### config.mk
export PLATFORM = sky130hd
export DESIGN_NAME = serial_addsub
export DESIGN_NICKNAME = d
export VERILOG_FILES = /design/src/rtl/alu_pkg.sv /design/src/rtl/addsub_slice.sv /design/src/rtl/serial_addsub.sv
export SDC_FILE = /design/constraint.sdc
export NUM_CORES = 1
export LEC_CHECK = 0
export CORE_ASPECT_RATIO = 0.5
export CORE_MARGIN = 2
export CORE_UTILIZATION = 30
export DETAILED_ROUTE_END_ITERATION = 8
export PLACE_DENSITY_LB_ADDON = 0.05
export SYNTH_ARGS = -nofsm -noshare
export SYNTH_HDL_FRONTEND = slang
export SYNTH_SLANG_ARGS = --single-unit
### constraint.sdc
create_clock -name in_clk -period 3 [get_ports in_clk]
set_input_delay 0.9 -clock in_clk [delete_from_list [all_inputs] [get_ports in_clk]]
set_output_delay 0.9 -clock in_clk [all_outputs]
set_load 0.02 [all_outputs]
### src/rtl/alu_pkg.sv
// Shared ALU definitions: add/sub mode encodings and the serial unit's FSM states.
package alu_pkg;

    localparam logic MODE_SUB = 1'b0;
    localparam logic MODE_ADD = 1'b1;

    typedef enum logic [1:0] {
        IDLE = 2'd0,
        RUN  = 2'd1,
        DONE = 2'd2
    } state_t;

endpackage

### src/rtl/addsub_slice.sv
// Combinational DIGIT-bit ripple add/subtract slice.
// cin/cout are in the external sense: carry for add, borrow for subtract.
// Internally subtract is a + ~b + ~borrow, so the carry chain is always a plain adder.
module addsub_slice
    import alu_pkg::*;
#(
    parameter int DIGIT = 4
) (
    input  logic [DIGIT-1:0] a,
    input  logic [DIGIT-1:0] b,
    input  logic             cin,
    input  logic             mode,
    output logic [DIGIT-1:0] s,
    output logic             cout,
    output logic             c_msb
);

    logic             sub;
    logic [DIGIT-1:0] bx;
    logic [DIGIT:0]   c;

    assign sub  = (mode == MODE_SUB);
    assign bx   = sub ? ~b : b;
    assign c[0] = cin ^ sub;

    for (genvar i = 0; i < DIGIT; i++) begin : g_cell
        assign s[i]   = a[i] ^ bx[i] ^ c[i];
        assign c[i+1] = (a[i] & bx[i]) | (c[i] & (a[i] ^ bx[i]));
    end

    // Borrow is the inverse of the internal carry in subtract mode.
    assign cout  = c[DIGIT] ^ sub;
    // Internal-sense carry into the top cell; used for signed overflow.
    assign c_msb = c[DIGIT-1];

endmodule

### src/rtl/serial_addsub.sv
// Digit-serial add/subtract unit. Operands are consumed LSB digit first,
// one DIGIT-wide slice per clock; result and flags are published on out_done.
// WIDTH must be a multiple of DIGIT, with 1 <= DIGIT <= WIDTH.
module serial_addsub
    import alu_pkg::*;
#(
    parameter int WIDTH = 16,
    parameter int DIGIT = 4
) (
    input  logic             in_clk,
    input  logic             in_rst,
    input  logic             in_start,
    input  logic             in_mode,
    input  logic [WIDTH-1:0] in_a,
    input  logic [WIDTH-1:0] in_b,
    input  logic             in_borrow,
    output logic             out_busy,
    output logic             out_done,
    output logic [WIDTH-1:0] out_result,
    output logic             out_borrow,
    output logic             out_zero,
    output logic             out_ovf
);

    localparam int NSLICE = WIDTH / DIGIT;
    localparam int CNT_W  = $clog2(NSLICE) + 1;
    localparam logic [CNT_W-1:0] LAST = CNT_W'(NSLICE - 1);

    state_t             state;
    logic [CNT_W-1:0]   cnt;
    logic [WIDTH-1:0]   a_sr;
    logic [WIDTH-1:0]   b_sr;
    logic [WIDTH-1:0]   res_sr;
    logic               cy;
    logic               mode_r;
    logic               ovf_r;

    logic [DIGIT-1:0]       sl_s;
    logic                   sl_cout;
    logic                   sl_cmsb;
    logic                   sl_ovf;
    logic [WIDTH+DIGIT-1:0] res_cat;
    logic                   accept;

    addsub_slice #(.DIGIT(DIGIT)) u_slice (
        .a     (a_sr[DIGIT-1:0]),
        .b     (b_sr[DIGIT-1:0]),
        .cin   (cy),
        .mode  (mode_r),
        .s     (sl_s),
        .cout  (sl_cout),
        .c_msb (sl_cmsb)
    );

    // Overflow is carry-in xor carry-out of the top cell, both in internal adder sense.
    // Only the value from the final slice is ever published.
    assign sl_ovf = sl_cmsb ^ sl_cout ^ (mode_r == MODE_SUB);

    // New digit enters at the top; after NSLICE shifts the first digit sits at bit 0.
    assign res_cat = {sl_s, res_sr};

    // A request is only seen while not busy (IDLE, or the DONE cycle for back-to-back).
    assign accept = in_start && (state == IDLE || state == DONE);

    // FSM, operand/result shift registers, counter and registered outputs.
    always_ff @(posedge in_clk) begin
        if (in_rst) begin
            state      <= IDLE;
            cnt        <= '0;
            a_sr       <= '0;
            b_sr       <= '0;
            res_sr     <= '0;
            cy         <= 1'b0;
            mode_r     <= MODE_SUB;
            ovf_r      <= 1'b0;
            out_busy   <= 1'b0;
            out_done   <= 1'b0;
            out_result <= '0;
            out_borrow <= 1'b0;
            out_zero   <= 1'b0;
            out_ovf    <= 1'b0;
        end else begin
            out_done <= 1'b0;
            case (state)
                RUN: begin
                    res_sr <= res_cat[WIDTH+DIGIT-1:DIGIT];
                    a_sr   <= a_sr >> DIGIT;
                    b_sr   <= b_sr >> DIGIT;
                    cy     <= sl_cout;
                    ovf_r  <= sl_ovf;
                    cnt    <= cnt + CNT_W'(1);
                    if (cnt == LAST) begin
                        state    <= DONE;
                        out_busy <= 1'b0;
                    end
                end
                DONE: begin
                    out_done   <= 1'b1;
                    out_result <= res_sr;
                    out_borrow <= cy;
                    out_zero   <= (res_sr == '0);
                    out_ovf    <= ovf_r;
                    state      <= IDLE;
                end
                default: state <= IDLE;
            endcase
            // Capture overrides the state update above so DONE can chain straight into RUN.
            if (accept) begin
                a_sr     <= in_a;
                b_sr     <= in_b;
                mode_r   <= in_mode;
                cy       <= in_borrow;
                cnt      <= '0;
                out_busy <= 1'b1;
                state    <= RUN;
            end
        end
    end

endmodule

Yosys cells after proc, flatten, opt, wreduce, memory -nomap -nowiden
Cells that the tools add are included.
- register bits: 77
- equality and inequality tests: 4
- add/subtract/negate cells: 1
- bitwise operators: 27
- reductions and logical operators: 9
- mux-type cells: 14
- operators with widths (cell ; count):
    16-bit 2-to-1 mux ; 4
    16-bit logical NOT ; 1
    1-bit XOR ; 12
    1-bit 2-to-1 mux ; 9
    1-bit bitwise AND ; 8
    4-bit 2-to-1 mux ; 1
    4-bit NOT ; 1
    1-bit bitwise OR ; 4
    2-bit nonzero test ; 2
    3-bit by 1-bit adder with 3-bit output, second input constant ; 1
    3-bit by 2-bit equality test with 1-bit output, second input constant ; 1
    3-bit != test, second input constant ; 1
    3-bit OR reduction ; 1
    2-bit by 1-bit equality test with 1-bit output, second input constant ; 1
    2-bit equality test, second input constant ; 1
    2-bit logical NOT ; 1
    1-bit NOT ; 2
    2-bit AND reduction ; 1
    2-bit OR reduction ; 1
    1-bit logical AND ; 1
    1-bit logical OR ; 1

Longest topological paths before layout
Gate-level depths: netlist of run 1.
- word-level depth: 14
- mapped depth: 11
- gate-level depth less buffers: 10

Cells and area by module
A second synthesis of run 1 with hierarchy kept.
- cell total of the unflattened synthesis: 380
- area, all modules: 3241.9 um^2
- by module, submodules not included (module ; area each (um^2) ; cells an instance ; times used ; sequential area each (um^2)):
    serial_addsub ; 3075.4 ; 365 ; 1 ; 1541.5
    addsub_slice ; 166.4 ; 15 ; 1 ; 0.0

Worst setup path after synthesis of run 1
No wires, ideal clock.
- path type: reg2reg
- start: reg mode_r
- end: reg cy
- required time: 2.868 ns
- slack: 0.341 ns
- period minus slack after synthesis: 2.659 ns
- cell stages (with the launch flop): 12
- arrival: 2.527 ns
- path buffers: 1
- cell sequence: dfxtp_1 > clkbuf_1 > xnor2_1 > fa_1 > inv_1 > fa_1 > inv_1 > fa_1 > fa_1 > xnor2_1 > a22oi_1 > a21oi_1
- word-level cells in the longest chain between the ends: 13
- elaborated cells on any way between the ends: 22
- those cells by class: mux (3); bitwise (19)
- ends and longest elaborated chain (element ; line ; source):
    start, declared ; serial_addsub.sv:35 ; logic mode_r;
    start signal, assigned ; serial_addsub.sv:111 ; mode_r <= in_mode;
    4-bit 2-to-1 mux / 1-bit NOT (equally long branches) ; addsub_slice.sv:23, addsub_slice.sv:22 ;
    1-bit XOR (on tied branches) ; addsub_slice.sv:28, addsub_slice.sv:24 ;
    1-bit bitwise AND ; addsub_slice.sv:28 ; assign c[i+1] = (a[i] & bx[i]) | (c[i] & (a[i] ^ bx[i]));
    1-bit bitwise OR ; addsub_slice.sv:28 ;
    1-bit bitwise AND ; addsub_slice.sv:28 ;
    1-bit bitwise OR ; addsub_slice.sv:28 ;
    1-bit bitwise AND ; addsub_slice.sv:28 ;
    1-bit bitwise OR ; addsub_slice.sv:28 ;
    1-bit bitwise AND ; addsub_slice.sv:28 ;
    1-bit bitwise OR ; addsub_slice.sv:28 ;
    1-bit XOR * ; addsub_slice.sv:32 ; assign cout = c[DIGIT] ^ sub;
    1-bit 2-to-1 mux * ; serial_addsub.sv:84 ; case (state)
    1-bit 2-to-1 mux * ; serial_addsub.sv:108 ; if (accept) begin
    end signal, assigned ; serial_addsub.sv:89 ; cy <= sl_cout;
    end signal, assigned ; serial_addsub.sv:112 ; cy <= in_borrow;
    end, declared ; serial_addsub.sv:34 ; logic cy;
Every way passes the cells marked *; elsewhere a longest branch is shown, timed or not. The select of a mux whose other input is x is not followed.
A chain may end at the register's enable or synchronous reset.

Final worst setup path of run 1
Same ends and word-level chain as after synthesis.

==> flow_summary.toml, run 1 <==
[routing]
vias_per_cell = 4.70
topRoutingLayerUsed = "met4"
ant_nets = 0
firstDrtPassIters = 4
route.detailed.drc = 0
wl_met3_um = 312
num_vias = 2630
wire_per_inst_um = 13.7
wl_met1_um = 3740
wirelength_um = 7680
wl_met2_um = 3510
drt_iter0_markers = 161

[power]
seqPwrFrac_pct = 40.5
pwr-share-clk_pct = 47.8
p_int_mw = 2.12
power-per-cell-area_nw_per_um2 = 647
p_comb_share_pct = 11.7
p_sw_share_pct = 23.0
switchingPower_uw = 632
vdd_drop_max_uv = 267
p_leak_nw = 1.44

[sta]
min_period_over_period_pct = 91.4
max_freq_ghz = 0.365
skew_ns = 0.00406
hold_viol_final = 0
fin_crit_ns = 2.74
tns_ns = 0
setup_violations = 0
rsz0062_at_grt = "false"
maxSlewViolCount = 0
relSlewSlack_pct = 42.5
timing.hold.ws_ns = 0.454
tightestPinTransition_ns = 0.862

[logic_synthesis]
synth.area.top_cells = "dfxtp_1 (47%), nand2_1 (13%), a311oi_2 (8.3%)"
synth-seq-cells = 77
netlist_instances = 372
synth_area_leader_cell = "dfxtp_1"
ys.flop_type = "dfxtp_1"
synth_commonest_cells = "nand2_1 (109), dfxtp_1 (77), a21oi_1 (46), nor2_1 (24), a311oi_2 (18)"
ys_seq_area_share_pct = 47.4
synth_nets = 415
synth.most_common_cell = "nand2_1"
syn_area_per_cell_um2 = 8.74
async_reset_ff_share_pct = 0
synth_edf_count = 0
synthDistinctLibCells = 29
syn_area_um2 = 3250
synth_top_area_share_pct = 47.4
ys.warnings.count = 0

[critical_path]
crit_required_ns = 3.21
cp-startpoint = "mode_r$_SDFFE_PP0P_"
r2r-start = "mode_r$_SDFFE_PP0P_"
reg2reg_to = "cy$_SDFFE_PP0N_"
crit_fanout = 7
ff2ff_path_depth = 10
cp.arrival_ns = 2.95
r2r_slack_ns = 0.26
crit_type = "reg -> reg"
crit_path_end_kind = "flop"
cp-start-kind = "flop"

[placement]
place_congestion = 0.782
hpwlAfterDp_um = 4980
portBuffers = 57
place_area_um2 = 3890

[grt]
grt_pass1_vias = 2534
grt_use_total_pct = 13.9
grt_pass1_wl_um = 12700
antenna_found_initial = 0
grt-ovfl-total = 0
grt_max_degree = 52

[die]
core-area_um2 = 10400
die_w_um = 151
die_y_um = 77.6
rows = 26
die_area_um2 = 11700
initial_core_util_pct = 31.3
pin_count = 58

[clock_network]
cts_made_buffers = 9
clkTransAtPathRegs_ns = 0.06
cts_setup_buffers = 0
hold_buffers = 0
root_buffer = "clkbuf_16"
post_cts_resized = 0
clk-insertion-delay-late_ns = 0.34
cts_tree = "done"
h-tree-depth = 3
cts_max_path_buffers = 2
clkSinkCount = 77

[layout]
drive_above_1_share_pct = 11.0
syn2layout_area_growth_pct = 31.0
fill_cells = 1049
fin_nets = 457
fin_area_um2 = 4260
diodes = 0

[worst_hold_path]
hold_start = "out_result[15]$_SDFFE_PP0P_"
hold_depth = 2
hp-class = "reg -> reg"
worstHoldEndpoint = "out_result[15]$_SDFFE_PP0P_"

[flow_run]
cap_violations = 0

[status]
status = "completed"
-- routing by layer --
metal	vias to the layer above	global-route usage [%]
li1	1342	-
met1	1239	18.1
met2	39	21.7
met3	10	4.71
met4	0	4.77
met5	-	0
-- worst max-delay path: stages (launching register included) --
cell     delay [ns]
dfxtp_1        0.51
xnor2_1        0.14
fa_1           0.40
inv_1          0.08
fa_1           0.16
inv_1          0.05
fa_1           0.41
fa_1           0.44
xnor2_1        0.15
a22oi_1        0.16
a21oi_1        0.11
-- stage by stage --
stage / util [%] / setup slack (ns) / power, mW / std cells
after global routing: 41.0 / 0.0827 / 2.88 / 559
final: 41.0 / 0.258 / 2.75 / 559
after floorplan: - / 0.341 / 1.36 / 372
after detailed placement: 37.5 / 0.300 / 1.46 / 543
after global placement: 37.5 / 0.412 / 1.46 / 543
after CTS: 41.0 / 0.254 / 2.79 / 559
-- cells by family after synthesis --
group	synth area share, %
xor+xnor	2.15
flops	47.4
compound gates	18.7
fa+ha+maj	3.23
simple gates	20.9
mux	1.54
buf+inv	6.08
-- power groups by stage --
stage | logic, mW | clock network, mW | registers, mW
2_1_floorplan | 0.233 | 0 | 1.13
3_3_place_gp | 0.319 | 0 | 1.14
3_5_place_dp | 0.324 | 0 | 1.14
4_1_cts | 0.326 | 1.35 | 1.12
5_1_grt | 0.358 | 1.40 | 1.12
6_report | 0.322 | 1.32 | 1.12
-- cell usage in the layout, fill, tap and decap left out, types with 7 or more instances in the layout --
cell type        synthesis  final
nand2_1                109    109
dfxtp_1                 77     77
clkdlybuf4s50_1          0     56
a21oi_1                 46     46
nor2_1                  24     24
a311oi_2                18     18
nand3_1                 12     12
clkbuf_16                0      9
xnor2_1                  7      7
a22oi_1                  7      7
-- cell type report --
class	count	area, um2	share of cell area, %
tap	140	175	4.11
sequential	77	1540	36.2
clock inverter	6	135	3.17
clock buffer	10	229	5.38
inverter	4	15.0	0.353
multi-input combinational	259	1530	35.9
timing repair buffer	63	636	14.9
-- worst max path at each step --
stage,to,slack [ns]
after floorplan,cy$_SDFFE_PP0N_,0.34
after global placement,cy$_SDFFE_PP0N_,0.41
after detailed placement,cy$_SDFFE_PP0N_,0.30
after CTS,cy$_SDFFE_PP0N_,0.25
after global routing,cy$_SDFFE_PP0N_,0.08
final,cy$_SDFFE_PP0N_,0.26
-- sequential cells by signal, summed over array words and instances, names as in the netlist, 2 cells and up --
signal,count
b_sr,16
cnt,3
a_sr,16
res_sr,16
state,2
out_result,16
(Power assumes the default switching activity.)
==> run 2: changes to the inputs <==
--- a/config.mk
+++ b/config.mk
@@ -5,11 +5,14 @@
 export SDC_FILE = /design/constraint.sdc
 export NUM_CORES = 1
 export LEC_CHECK = 0
+export CAP_MARGIN = 40
 export CORE_ASPECT_RATIO = 0.5
 export CORE_MARGIN = 2
 export CORE_UTILIZATION = 30
+export CTS_BUF_LIST = sky130_fd_sc_hd__clkbuf_8
 export DETAILED_ROUTE_END_ITERATION = 8
 export PLACE_DENSITY_LB_ADDON = 0.05
 export SYNTH_ARGS = -nofsm -noshare
 export SYNTH_HDL_FRONTEND = slang
+export SYNTH_HIERARCHICAL = 1
 export SYNTH_SLANG_ARGS = --single-unit
==> run 2 against run 1 <==
Effect of this change:
- first-iteration DRC count fell by 22%
- hold slack better by 0.0016 ns
- power decreased by 23%
- utilization is 1.7 points lower
- wire length is 0.53% lower
- non-clock buffer count rose by 4
- critical path depth up 1
- area after synthesis down 0.31%
- clock skew rose by 0.0058 ns
- combinational power up 6.5%
- die area down 0.30%
- global-route usage is 0.41 points higher
- largest power group is now registers
==> flow_summary.toml, run 2 <==
[placement]
portBuffers = 57
dpl_worst_slack_ns = 0.0926
place_congestion = 0.749
hpwlAfterDp_um = 5190

[clock_network]
clk-insertion-delay-late_ns = 0.35
cts_tree = "done"
post_cts_resized = 0
cts_made_buffers = 9
root_buffer = "clkbuf_8"
h-tree-depth = 3
cts_max_path_buffers = 2
hold_buffers = 0
cts_setup_buffers = 0
clkTransAtPathRegs_ns = 0.08
clkSinkCount = 77

[layout]
final_common_cell = "nand2_1"
fin_nets = 470
final_core_util_pct = 39.3
diodes = 0
syn2layout_area_growth_pct = 25.5
drive_above_1_share_pct = 10.4
most-common-layout-cells = "nand2_1 (122), dfxtp_1 (76), clkdlybuf4s50_1 (56), a21oi_1 (50), nor2_1 (24)"
fill_cells = 1092

[sta]
skew_ns = 0.00989
tns_ns = 0
fin_crit_ns = 2.85
setup_slack_ns = 0.152
setup_violations = 0
relSlewSlack_pct = 51.0
min_period_over_period_pct = 94.9
max_freq_ghz = 0.351
rsz0062_at_grt = "false"
maxSlewViolCount = 0
hold_viol_final = 0
tightestPinTransition_ns = 0.735

[logic_synthesis]
synth.area.top_cells = "dfxtp_1 (48%), nand2_1 (14%), a21oi_1 (7.7%)"
netlist_instances = 380
synth_nets = 423
synth_area_leader_cell = "dfxtp_1"
synth-seq-cells = 77
async_reset_ff_share_pct = 0
ys_seq_area_share_pct = 47.5
synth_edf_count = 0
ys.warnings.count = 6
synth.most_common_cell = "nand2_1"
syn_area_um2 = 3240
syn_area_per_cell_um2 = 8.53
ys.flop_type = "dfxtp_1"
synth_commonest_cells = "nand2_1 (122), dfxtp_1 (77), a21oi_1 (50), nor2_1 (24), a311oi_2 (15)"
synthDistinctLibCells = 30
synth_top_area_share_pct = 47.5

[die]
die_y_um = 77.5
die_w_um = 151
die_area_um2 = 11700
pin_count = 58
rows = 26
initial_core_util_pct = 31.3
core-area_um2 = 10300

[critical_path]
cp-startpoint = "mode_r$_SDFFE_PP0P_"
cp-start-kind = "flop"
ff2ff_path_depth = 11
crit_required_ns = 3.28
path_buf_inv = 2
crit_type = "reg -> reg"
cp-endpoint = "ovf_r$_SDFFE_PP0N_"
cp.arrival_ns = 3.12
crit_top_cell = "fa_1"
r2r-start = "mode_r$_SDFFE_PP0P_"
crit_family = "adder cells"
crit_fanout = 4
reg2reg_to = "ovf_r$_SDFFE_PP0N_"
cpMaxStageDelayCell = "fa_1"
path_cells = "xnor2_1 -> fa_1 -> inv_1 -> fa_1 -> inv_1 -> fa_1 -> fa_1 -> xnor2_2 -> xnor2_1 -> xnor2_1 -> a211oi_1"
crit_path_end_kind = "flop"
cp_num_cells = 11
slowest_delay_ns = 0.48
r2r_slack_ns = 0.15

[routing]
wirelength_um = 7640
wire_per_inst_um = 13.4
ant_nets = 0
num_vias = 2630
route.detailed.drc = 0
drt_iter0_markers = 126
vias_per_cell = 4.60
firstDrtPassIters = 4

[flow_run]
cap_violations = 0

[grt]
antenna_found_initial = 0
grt_max_degree = 54
grt_pass1_wl_um = 13100
grt_use_total_pct = 14.4
grt-ovfl-total = 0
grt_pass1_vias = 2623

[power]
vdd_drop_max_uv = 231
p_leak_nw = 1.38
power-per-cell-area_nw_per_um2 = 520

[status]
status = "completed"

[worst_hold_path]
hp-class = "reg -> reg"
## run 2: cell type report
cell class / count / area [um2] / share of cell area [%]
flip-flops and latches: 77 / 1540 / 37.9
multi-input cells: 267 / 1510 / 37.0
repair buffers: 67 / 666 / 16.4
well taps: 140 / 175 / 4.31
clock buffers: 9 / 124 / 3.05
clock inverters: 7 / 36.3 / 0.892
inverters: 5 / 18.8 / 0.461
## run 2: worst min-delay path by stage
stage                                     from  cells after the start                         end  slack (ns)
floorplan                   ovf_r$_SDFFE_PP0N_                      2        out_ovf$_SDFFE_PP0P_        0.43
global placement         a_sr[14]$_SDFFE_PP0P_                      2       a_sr[14]$_SDFFE_PP0P_        0.44
detailed placement  out_result[9]$_SDFFE_PP0P_                      2  out_result[9]$_SDFFE_PP0P_        0.45
CTS                 out_result[9]$_SDFFE_PP0P_                      2  out_result[9]$_SDFFE_PP0P_        0.46
global route        out_result[4]$_SDFFE_PP0P_                      2  out_result[4]$_SDFFE_PP0P_        0.48
finish              out_result[1]$_SDFFE_PP0P_                      2  out_result[1]$_SDFFE_PP0P_        0.46
## run 2: worst reg2reg max path: cells and delay by family, from the launching register on
family	cells	cell delay [ns]
flops	1	0.35
compound gates	1	0.21
fa+ha+maj	4	1.47
buf+inv	2	0.13
xor+xnor	4	0.61
## run 2: cells by family (layout without fill, tap and decap cells)
family / Yosys count / count (layout) / share of synthesized area [%]
simple gates: 172 / 172 / 21.6
compound gates: 79 / 79 / 18.2
flops: 77 / 77 / 47.5
buf+inv: 36 / 88 / 6.41
xor+xnor: 9 / 9 / 2.66
fa+ha+maj: 6 / 6 / 3.24
mux: 1 / 1 / 0.309
## run 2: per-stage QoR
| stage | hold WS (ns) | cell area, um2 | instances | power (mW) |
|---|---|---|---|---|
| final | 0.456 | 4070 | 572 | 2.12 |
| after CTS | 0.460 | 4060 | 572 | 2.15 |
| after global routing | 0.481 | 4070 | 572 | 2.26 |
| after detailed placement | 0.448 | 3900 | 556 | 1.48 |
| after floorplan | 0.432 | 3240 | 380 | 1.36 |
| after global placement | 0.443 | 3880 | 555 | 1.46 |
## run 2: report_power, final
group / internal [mW] / switching, mW
logic: 0.162 / 0.181
registers: 1.07 / 0.0390
clock network: 0.288 / 0.372
total: 1.52 / 0.592
## run 2: metal layers
| layer | routed length [um] | global-route usage (%) | share of wire, % | up-vias |
|---|---|---|---|---|
| met5 | 0 | 0 | 0 | - |
| li1 | - | - | - | 1363 |
| met4 | 99 | 4.49 | 1.3 | 0 |
| met1 | 3840 | 19.4 | 50 | 1208 |
| met2 | 3310 | 21.3 | 43 | 50 |
| met3 | 391 | 5.29 | 5.1 | 9 |
